<file path="config.mk">
export PLATFORM = sky130hd
export DESIGN_NAME = gt_tx_manual_phase_align_multi
export DESIGN_NICKNAME = d
export VERILOG_FILES = /design/src/rtl/gt_tx_manual_phase_align_multi.sv
export SDC_FILE = /design/constraint.sdc
export NUM_CORES = 1
export LEC_CHECK = 0
export CAP_MARGIN = 5
export CORE_UTILIZATION = 42
export CTS_CLUSTER_DIAMETER = 30
export DETAILED_ROUTE_END_ITERATION = 6
export PLACE_DENSITY = 0.66
export SYNTH_ARGS = -nofsm -noshare
export SYNTH_HDL_FRONTEND = slang
export SYNTH_SLANG_ARGS = --single-unit
export TNS_END_PERCENT = 30
</file>
<file path="constraint.sdc">
create_clock -name stable_clk_i -period 2.65 [get_ports stable_clk_i]
set_input_delay 0.53 -clock stable_clk_i [delete_from_list [all_inputs] [get_ports stable_clk_i]]
set_output_delay 0.53 -clock stable_clk_i [all_outputs]
set_load 0.005 [all_outputs]
</file>
<file path="src/rtl/gt_tx_manual_phase_align_multi.sv">
// Multi-lane GTX TX buffer-bypass manual phase alignment sequencer.
// Runs DLYSRESET -> PHINIT -> master/slave PHALIGN/DLYEN from one stable clock, with a per-step watchdog.
module gt_tx_manual_phase_align_multi #(
  parameter int NUM_LANES      = 4,
  parameter int MASTER_LANE    = 0,
  parameter int TIMEOUT_CYCLES = 65535
) (
  input  logic                 stable_clk_i,
  input  logic                 rst_i,
  input  logic                 run_phalignment_i,
  output logic [NUM_LANES-1:0] txdlysreset_o,
  input  logic [NUM_LANES-1:0] txdlysresetdone_i,
  output logic [NUM_LANES-1:0] txphinit_o,
  input  logic [NUM_LANES-1:0] txphinitdone_i,
  output logic [NUM_LANES-1:0] txphalign_o,
  input  logic [NUM_LANES-1:0] txphaligndone_i,
  output logic [NUM_LANES-1:0] txdlyen_o,
  output logic                 phase_alignment_done_o,
  output logic                 phase_alignment_err_o,
  output logic [3:0]           state_o
);

  typedef enum logic [3:0] {
    IDLE     = 4'd0,
    DLYSRST  = 4'd1,
    PHINIT   = 4'd2,
    M_ALIGN  = 4'd3,
    M_DLYEN1 = 4'd4,
    S_ALIGN  = 4'd5,
    M_DLYEN2 = 4'd6,
    DONE     = 4'd7,
    FAIL     = 4'd8
  } state_t;

  localparam int TW = $clog2(TIMEOUT_CYCLES + 1);
  localparam logic [TW-1:0] TIMER_LAST = TW'(TIMEOUT_CYCLES - 1);
  localparam logic [TW-1:0] TIMER_MAX  = TW'(TIMEOUT_CYCLES);
  localparam logic [NUM_LANES-1:0] ALL_LANES   = '1;
  localparam logic [NUM_LANES-1:0] MASTER_MASK = NUM_LANES'(1) << MASTER_LANE;
  localparam logic [NUM_LANES-1:0] SLAVE_MASK  = ALL_LANES & ~MASTER_MASK;

  // Index 0 = dlysresetdone, 1 = phinitdone, 2 = phaligndone.
  logic [2:0][NUM_LANES-1:0] done_meta, done_sync, done_prev, done_edge;

  state_t               state, state_next;
  logic [NUM_LANES-1:0] seen, seen_next, awaited, lane_edge;
  logic [TW-1:0]        timer;
  logic                 step_done, timed_out, holding;
  logic [NUM_LANES-1:0] dlysreset_d, phinit_d, phalign_d, dlyen_d;

  always_ff @(posedge stable_clk_i or posedge rst_i) begin
    if (rst_i) begin
      done_meta <= '0;
      done_sync <= '0;
      done_prev <= '0;
    end else begin
      done_meta <= {txphaligndone_i, txphinitdone_i, txdlysresetdone_i};
      done_sync <= done_meta;
      done_prev <= done_sync;
    end
  end

  assign done_edge = done_sync & ~done_prev;

  always_comb begin
    awaited   = '0;
    lane_edge = '0;
    case (state)
      DLYSRST: begin
        awaited   = ALL_LANES;
        lane_edge = done_edge[0];
      end
      PHINIT: begin
        awaited   = ALL_LANES;
        lane_edge = done_edge[1];
      end
      M_ALIGN, M_DLYEN1, M_DLYEN2: begin
        awaited   = MASTER_MASK;
        lane_edge = done_edge[2];
      end
      S_ALIGN: begin
        awaited   = SLAVE_MASK;
        lane_edge = done_edge[2];
      end
      default: ;
    endcase

    seen_next = seen | (lane_edge & awaited);
    step_done = (awaited != '0) && ((seen_next & awaited) == awaited);
    // Completion is tested before the watchdog so a last edge landing on the timeout cycle still advances.
    timed_out = (awaited != '0) && (timer >= TIMER_LAST);

    state_next = state;
    if (!run_phalignment_i) begin
      state_next = IDLE;
    end else begin
      case (state)
        IDLE:     state_next = DLYSRST;
        DLYSRST:  if (step_done) state_next = PHINIT;   else if (timed_out) state_next = FAIL;
        PHINIT:   if (step_done) state_next = M_ALIGN;  else if (timed_out) state_next = FAIL;
        M_ALIGN:  if (step_done) state_next = M_DLYEN1; else if (timed_out) state_next = FAIL;
        M_DLYEN1: if (step_done) state_next = (NUM_LANES == 1) ? DONE : S_ALIGN;
                  else if (timed_out) state_next = FAIL;
        S_ALIGN:  if (step_done) state_next = M_DLYEN2; else if (timed_out) state_next = FAIL;
        M_DLYEN2: if (step_done) state_next = DONE;     else if (timed_out) state_next = FAIL;
        default:  state_next = state;
      endcase
    end

    // Controls drop on the transition edge and rise a cycle later, leaving a one-cycle gap between steps.
    holding     = (state_next == state);
    dlysreset_d = (holding && state == DLYSRST) ? ALL_LANES : '0;
    phinit_d    = (holding && state == PHINIT) ? ALL_LANES : '0;
    phalign_d   = !holding ? '0 :
                  (state == M_ALIGN) ? MASTER_MASK :
                  (state == S_ALIGN) ? SLAVE_MASK : '0;
    dlyen_d     = (holding && (state == M_DLYEN1 || state == M_DLYEN2)) ? MASTER_MASK : '0;
  end

  always_ff @(posedge stable_clk_i or posedge rst_i) begin
    if (rst_i) begin
      state                  <= IDLE;
      seen                   <= '0;
      timer                  <= '0;
      txdlysreset_o          <= '0;
      txphinit_o             <= '0;
      txphalign_o            <= '0;
      txdlyen_o              <= '0;
      phase_alignment_done_o <= 1'b0;
      phase_alignment_err_o  <= 1'b0;
    end else begin
      state <= state_next;
      if (!holding) begin
        seen  <= '0;
        timer <= '0;
      end else begin
        seen <= seen_next;
        if (awaited != '0 && timer != TIMER_MAX) timer <= timer + 1'b1;
      end
      txdlysreset_o          <= dlysreset_d;
      txphinit_o             <= phinit_d;
      txphalign_o            <= phalign_d;
      txdlyen_o              <= dlyen_d;
      phase_alignment_done_o <= (state_next == DONE);
      phase_alignment_err_o  <= (state_next == FAIL);
    end
  end

  assign state_o = state;

endmodule

</file>
==> metrics.md <==
| Metric | Value |
|---|---|
| Outcome | finished, violations left |
| Failing checks | DRC, setup timing |
| Dpl hpwl | 4180 microns |
| Top post-synthesis cells by area | dfrtp_1, nor2_1, buf_4 |
| Residual DRC | 11 |
| F_max | 338.5 MHz |
| Final TNS setup | -5.985 ns |
| Sequential area share after synthesis | 58.62% |
| Syn avg cell area | 11.22 sq um |
| Cell area after synthesis | 2860 sq um |
| Initial Utilization | 44.29% |
| Via density | 5.271 |
| Total GRT Usage | 18.81% |
| Power Dens Cells | 729.7 nW/um^2 |
| Ys Warns | 0 |
| Worst VDD drop | 401.7 uV |
| CP Capture Type | flop |
| Largest net degree at the start of global routing | 47 |
| Setup Crit Path Kind | flop to flop |
| Total gr overflow | 0 |
| Final worst slack | -0.3039 ns |
| Hold_ws | 0.3434 ns |
| Worst-Margin Slew | 0.5897 ns |
| Synth top cells by count | dfrtp_1, nor2_1, nand2_1, buf_4, inv_1 |
| # setup viols final | 24 |
| Number of synthesized flops with an enable pin | 0 |
| Via Count | 2182 |
| Initial antenna violation count | 0 |
| Skew final | 0.007950 ns |
| Synth Register Bits | 67 |
| ANT nets after route | 0 |
| Total CTS buffers | 9 |
| Critical Path RT | 2.92 ns |
| Syn Inst Count | 255 |
| Pre-Repair DR Iteration Count | 7 |
| Post-CTS Hold Buffers | 0 |
| RSZ-0062 raised after global routing | true |
| Max-Slew Margin vs Limit | 60.35% |
| RePlAce Congestion | 0.9004 |
| Number of DRC markers in iteration 0 | 157 |
| Leak | 1.751 nW |
| Post-layout util | 62.17% |
| Clock slew at reported path FFs | 0.07 ns |
| CP startpoint kind | flop |
| Top FF cell, synth | dfrtp_1 |
| Most common cell in the netlist | dfrtp_1 |
| Worst setup startpoint | state_o[2]$_DFF_PP0_ |
| Reg2Reg Launch Point | state_o[2]$_DFF_PP0_ |
| MaxCap Viol Count | 0 |
| Inserted Diodes | 0 |
| I/O pins | 37 |
| Cell Rows | 29 |
| CTS max path bufs | 2 |
| Layout Cells excl Fill | 414 |
| Vert. Die Dim | 84.53 microns |
| Final-stage net count | 350 |
| Chip width | 84.53 microns |
| Number of clock sinks | 67 |
| Max-slew violation count | 0 |
| Worst path arrival time | 3.23 ns |
| CP max FO | 6 |
| Routed length per instance | 14.60 microns |
| Final Hold Vio Count | 0 |
| Skew-Pair Late Insertion Delay | 0.35 ns |
| Hold Path Origin | done_meta[5]$_DFF_PP0_ |
| Core Footprint | 6459 sq um |
| Number of I/O port buffers | 33 |
| Root Buffer | clkbuf_8 |
| CTS tree | done |
| H-tree lvl count | 3 |
| Synth unique cells | 56 |
| Die Area | 7144 sq um |
| Final worst-path cycle share | 111.5% |
| Area delta synth->final | 40.38% |
| Yosys top cell by area | dfrtp_1 |
| Global-route wire length before repair | 10160 microns |
| Post-layout minimum cycle time | 2.954 ns |
| Share of cells above drive strength 1 | 33.53% |
| Detailed-route wire length | 6045 microns |
| Yosys top cell area share | 58.62% |
| HP Class | flop to flop |
| Vias in the first global route | 2182 |
| Number of instances in the placed design | 388 |
| Async set-reset flop share out of synthesis | 100.0% |
sequential cells by signal (all words and copies together) (netlist names):
name	cells
txphinit_o	1
seen	4
phase_alignment_done_o	1
state_o	4
done_meta	12
txphalign_o	2
phase_alignment_err_o	1
done_prev	12
done_sync	12
txdlysreset_o	1
timer	16
txdlyen_o	1
layout by cell type, fill, tap and decap left out, drive strengths merged, types with 2 or more instances in the layout:
master / n
dfrtp: 67
a21oi: 3
clkbuf: 10
or4b: 3
bufinv: 2
nand3: 5
inv: 11
nand4: 4
and3b: 2
nand2: 12
nor3b: 3
and4: 2
o32ai: 2
conb: 3
or3b: 2
and3: 3
o31ai: 2
o21a: 2
and2: 2
ha: 2
nor3: 9
nor4b: 4
o2111a: 2
o31a: 2
clkdlybuf4s50: 33
clkinv: 2
buf: 50
nand2b: 2
o211ai: 2
or3: 2
nor4: 7
nand3b: 2
o21ai: 4
xnor2: 8
xor2: 8
nor2: 43
final cells by class:
| class | count | area (sq um) |
|---|---|---|
| clock inverters | 5 | 77.57 |
| clock buffers | 10 | 137.6 |
| multi-input cells | 161 | 1239 |
| well taps | 77 | 96.34 |
| repair buffers | 83 | 742.0 |
| inverters | 11 | 41.29 |
| flip-flops and latches | 67 | 1682 |
| fillers | 519 | 2444 |
kinds of logic after synthesis:
family	Yosys count	synth area share [%]
AND/OR/NAND/NOR	110	21.13
buffers and inverters	29	5.424
flip-flops	67	58.62
other	1	0.1311
adder cells (fa/ha/maj)	2	0.8748
XOR/XNOR	16	4.900
AO/OA/AOI/OAI	30	8.924
critical path, cell delays in order (launching register included):
cell	delay [ns]
dfrtp_2	0.44
or4b_4	0.59
o32ai_4	0.27
nor3_2	0.09
o31ai_4	0.30
a211oi_2	0.11
or4_4	0.42
a221o_2	0.39
buf_6	0.17
nor2_1	0.09
metrics by stage:
stage               area (sq um)  setup WS (ns)  total power [mW]
CTS                         3897        -0.3555             2.901
global route                4015        -0.4048             3.064
finish                      4015        -0.3039             2.930
floorplan                   2900        -0.1862             1.589
detailed placement          3515        -0.3763             1.883
global placement            3515        -0.2698             1.867
routing by layer:
metal	global-route usage [%]	wire length, microns
met5	0	0
met4	10.02	107
met3	5.015	276
met2	29.56	2888
met1	23.90	2772
where the power goes:
group	internal [mW]	switching (mW)	leakage, nW
Combinational	0.427	0.420	0.801
Clock	0.546	0.377	0.108
Sequential	1.09	0.0692	0.842
what timing repair did:
| action | 4_1_cts | 5_1_grt |
|---|---|---|
| resized for setup | 26 | 23 |
| pin swaps | 12 | 6 |
| gates cloned | 1 | 0 |
| hold endpoints to repair | 0 | 0 |
| endpoints found under the setup margin | 27 | 31 |
| buffers inserted | 8 | 2 |
final timing paths:
kind | to | slack [ns] | cells after the start
worst max-delay path | timer[10]$_DFFE_PP0P_ | -0.30 | 9
worst min-delay path | done_sync[5]$_DFF_PP0_ | 0.34 | 0
worst max register to register | timer[10]$_DFFE_PP0P_ | -0.30 | 9
worst min register to register | done_sync[5]$_DFF_PP0_ | 0.34 | 0
max in group asynchronous | state_o[1]$_DFF_PP0_ | 1.51 | 3
min in group asynchronous | timer[6]$_DFFE_PP0P_ | 0.53 | 2
Note: power is estimated with default switching activity, not from simulation.
==> RTL edit 1, RTL diff (same flow settings) <==
The parameter `TIMEOUT_CYCLES` goes from 65535 to 131070.
--- a/src/rtl/gt_tx_manual_phase_align_multi.sv
+++ b/src/rtl/gt_tx_manual_phase_align_multi.sv
@@ -4,5 +4,5 @@
   parameter int NUM_LANES      = 4,
   parameter int MASTER_LANE    = 0,
-  parameter int TIMEOUT_CYCLES = 65535
+  parameter int TIMEOUT_CYCLES = 131070
 ) (
   input  logic                 stable_clk_i,
Behaviour: same outputs for any inputs over 10 cycles, from zero or initial values and one cycle with rst_i high; that may be too few to reach the edited logic, so the function may still have changed.
==> RTL edit 1 against the unedited design <==
- critical endpoint is now timer[6]
- area after synthesis rose by 8.1%
- largest power group unchanged
- sequential share of layout area grew 1.9 points
- routed wire length shrank 6.8%
- power fell by 13%
- highest routed layer unchanged
- setup slack better by 0.38 ns
- sequential cell count rose by 1
- cell area down 3.2%
==> RTL edit 1: results <==
set metrics [dict create \
    peakVddDrop_mv 0.365 \
    gp_congestion 0.836 \
    drt-initial-drc-count 104 \
    r2r_cells 8 \
    wl_per_cell_um 13.8 \
    ys_top_cells_by_count "68 x dfrtp_1, 21 x nor2_1, 13 x xor2_1" \
    status "finished, final reports clean" \
    skew_ns 0.0122 \
    synthTopCellsByArea "dfrtp_1 55%, xor2_1 3.7%, nor3_2 3.2%" \
    crit_path_end "timer[6]" \
    dr.pass1.iters 4 \
    finalNetCount 325 \
    grt_max_degree 46 \
    num_vias 2102 \
    synth_compound_area_share_pct 10.0 \
    largest_reg_flops 17 \
    final.setup.worst_slack_ns 0.0789 \
    p_leak_nw 1.71 \
    place_ws_ns 0.0617 \
    cp.arrival_ns 2.80 \
    hold_start "done_meta[9]" \
    numCtsBuffers 9 \
    min_to "done_sync[9]" \
    post-dp-hpwl_um 3790 \
    met2_usage_pct 26.2 \
    crit_start "state_o[2]" \
    track_usage_pct 16.4 \
    top_register "timer" \
    grt_first_pass_wirelength_um 9450 \
    setup_viol 0 \
    grtUsageMet3_pct 4.52 \
    yosys.area_share.adder_pct 1.21 \
    final_layout_size_suffix_gt1_share_pct 23.1 \
    cts_max_level 3 \
    ys_types 54 \
    tightest_slew_ns 0.537 \
    ys_seq_area_share_pct 55.0 \
    synth_xor_area_share_pct 4.53 \
    grt_use_met1_pct 20.9 \
]
RTL edit 1: changes by cell type in the layout (fill, tap and decap cells not counted), sizes merged, moves of 4 or more:
cell / unedited run / this run
nor3b: 3 / 7
nor3: 9 / 15
nor2: 43 / 21
xnor2: 8 / 3
nand3: 5 / 9
nand4: 4 / 8
a21oi: 3 / 7
xor2: 8 / 13
buf: 50 / 20
RTL edit 1: area by class of cell:
cell class | instances | area (um^2)
multi-input combinational | 165 | 1290
tap | 96 | 120
clock inverter | 6 | 95.1
fill | 589 | 3060
timing repair buffer | 53 | 505
clock buffer | 10 | 138
sequential | 68 | 1700
inverter | 10 | 37.5
RTL edit 1: critical path, stage by stage (launching register included):
cell	delay [ns]
dfrtp_1	0.42
or4b_4	0.61
o32a_1	0.32
nand4b_1	0.12
nand3_2	0.17
o32ai_2	0.33
nand3b_4	0.25
buf_4	0.17
nor3b_2	0.05
RTL edit 1: what timing repair did:
item                                    in CTS  in global routing
endpoints found under the setup margin       0                 21
gates resized for setup                      0                 10
buffers inserted                             0                  3
RTL edit 1: per-stage QoR:
stage               util (%)  hold WS (ns)  area (um^2)  instances
global route            56.0         0.354         3890        408
detailed placement      51.1         0.335         3550        388
CTS                     54.5         0.352         3780        404
finish                  56.0         0.349         3890        408
floorplan                  -         0.331         3100        265
global placement        51.1         0.332         3550        388
RTL edit 1: power breakdown:
part | internal [mW] | switching [mW] | leakage, nW
logic | 0.214 | 0.244 | 0.727
registers | 1.09 | 0.0424 | 0.861
clock network | 0.565 | 0.407 | 0.117
total | 1.87 | 0.694 | 1.71
RTL edit 1: metal layers:
metal / vias to the layer above / routed length (um)
met2: 45 / 2710
li1: 1004 / -
met1: 1043 / 2640
met4: 0 / 102
met3: 10 / 183
met5: - / 0
==> RTL edit 2, RTL diff (config.mk and constraints unchanged) <==
Made on the original files. Reset style: synchronous (`rst_i`), changed in 2 clocked blocks.
--- a/src/rtl/gt_tx_manual_phase_align_multi.sv
+++ b/src/rtl/gt_tx_manual_phase_align_multi.sv
@@ -49,5 +49,5 @@
   logic [NUM_LANES-1:0] dlysreset_d, phinit_d, phalign_d, dlyen_d;
 
-  always_ff @(posedge stable_clk_i or posedge rst_i) begin
+  always_ff @(posedge stable_clk_i) begin
     if (rst_i) begin
       done_meta <= '0;
@@ -118,5 +118,5 @@
   end
 
-  always_ff @(posedge stable_clk_i or posedge rst_i) begin
+  always_ff @(posedge stable_clk_i) begin
     if (rst_i) begin
       state                  <= IDLE;
Formal check against the unedited RTL: differs if rst_i is asserted again (counterexample within 4 cycles, from zero or initial values and one cycle with rst_i high); with rst_i held inactive, the same outputs for 10 cycles.
==> RTL edit 2 against the unedited design <==
- area after synthesis is 3.5% lower
- clock skew is 0.0013 ns higher
- routed wire length is 26% lower
- largest cell class unchanged
- sequential cell count stayed put
- first-iteration DRC count is 73% lower
- via count is 13% lower
- die area is 3.4% lower
- highest routed layer unchanged
- cell area is 18% lower
- setup slack better by 0.47 ns
- global-route usage is 4.8 points lower
Power is not compared: it rests on default switching activity, and its combinational part moved more than twofold at a synthesized area within 25%.
==> RTL edit 2: results <==
set metrics [dict create \
    num_vias 1896 \
    critPathSlowestCell "dfxtp_2" \
    ys_types 50 \
    crit_path_end "txphinit_o[2]" \
    core_area_mm2 0.00635 \
    grt_first_pass_wirelength_um 7600 \
    cts_max_level 3 \
    netlist_instances 287 \
    drt-initial-drc-count 43 \
    seqAreaFraction_pct 40.8 \
    skew_ns 0.00920 \
    post_cts_buffers 0 \
    synthFlopType "dfxtp_1" \
    synthArstFlopShare_pct 0 \
    multi_input_cells 187 \
    grtUsageMet3_pct 6.26 \
    drt-met1-wl_um 2060 \
    gp_congestion 0.852 \
    nFillCells 587 \
    ys_top_cells_by_count "67 x dfxtp_1, 38 x nor2b_1, 36 x nor2_1" \
    signal_buffers 39 \
    port_buffers 33 \
    final_layout_size_suffix_gt1_share_pct 11.9 \
    r2r_cells 8 \
    grt_use_met1_pct 16.5 \
    dr.pass1.iters 4 \
    bufAreaShareNonClock_pct 11.8 \
    routed_wirelength_um 4480 \
    hold_path_depth 1 \
    finalNetCount 333 \
    whs_ns 0.439 \
    r2r_slack_ns 0.17 \
    status "finished, final reports clean" \
    slowest_delay_ns 0.41 \
    multi_input_area_share_pct 37.8 \
    dr_wl_met3_um 186 \
    cp.arrival_ns 2.72 \
    synthTopCellsByArea "dfxtp_1 49%, nor2b_1 8.6%, nor2_1 4.9%" \
    min_to "done_sync[10]" \
    ys_seq_area_share_pct 48.6 \
    place_ws_ns 0.0669 \
    num-nonclk-inverters 12 \
    post-dp-hpwl_um 3180 \
    wl_per_cell_um 11.3 \
    placed_area_mm2 0.00309 \
    crit_start "state_o[1]" \
    seq_cell_count 67 \
    grt_pass1_vias 1717 \
    placedCellCount 382 \
    tightest_slew_ns 0.529 \
    grt_max_degree 39 \
    multiInputGateArea_mm2 0.00125 \
    track_usage_pct 14.0 \
    wl_met2_um 2170 \
    synth_warnings 0 \
    met2_usage_pct 22.4 \
    cp_max_fo 22 \
    clock_area_share_pct 5.31 \
    hold_start "done_meta[10]" \
    finalCriticalPeriod_ns 2.48 \
]
RTL edit 2: kinds of logic after synthesis:
family | count (synthesis) | share of synthesized area, %
flops | 67 | 48.6
mux | 1 | 0.498
fa+ha+maj | 2 | 0.906
other cells | 1 | 0.136
compound gates | 32 | 9.52
xor+xnor | 16 | 5.07
buf+inv | 35 | 7.57
simple gates | 133 | 27.7
RTL edit 2: worst max-delay path, delay by kind of cell, from the launching register on:
family,cells,cell delay [ns]
flops,1,0.41
compound gates,3,0.79
simple gates,3,0.76
buf+inv,1,0.16
mux,1,0.26
RTL edit 2: power by group through the flow:
stage | Sequential (mW) | Combinational, mW | Clock, mW
finish | 1.04 | 0.134 | 0.731
detailed placement | 1.06 | 0.133 | 0
floorplan | 1.06 | 0.0949 | 0
CTS | 1.04 | 0.134 | 0.765
global placement | 1.06 | 0.133 | 0
global route | 1.04 | 0.148 | 0.796
RTL edit 2: what timing repair did:
item | in CTS | in global routing
hold endpoints to repair | 0 | 0
resized for setup | 0 | 8
setup endpoints to repair | 0 | 26
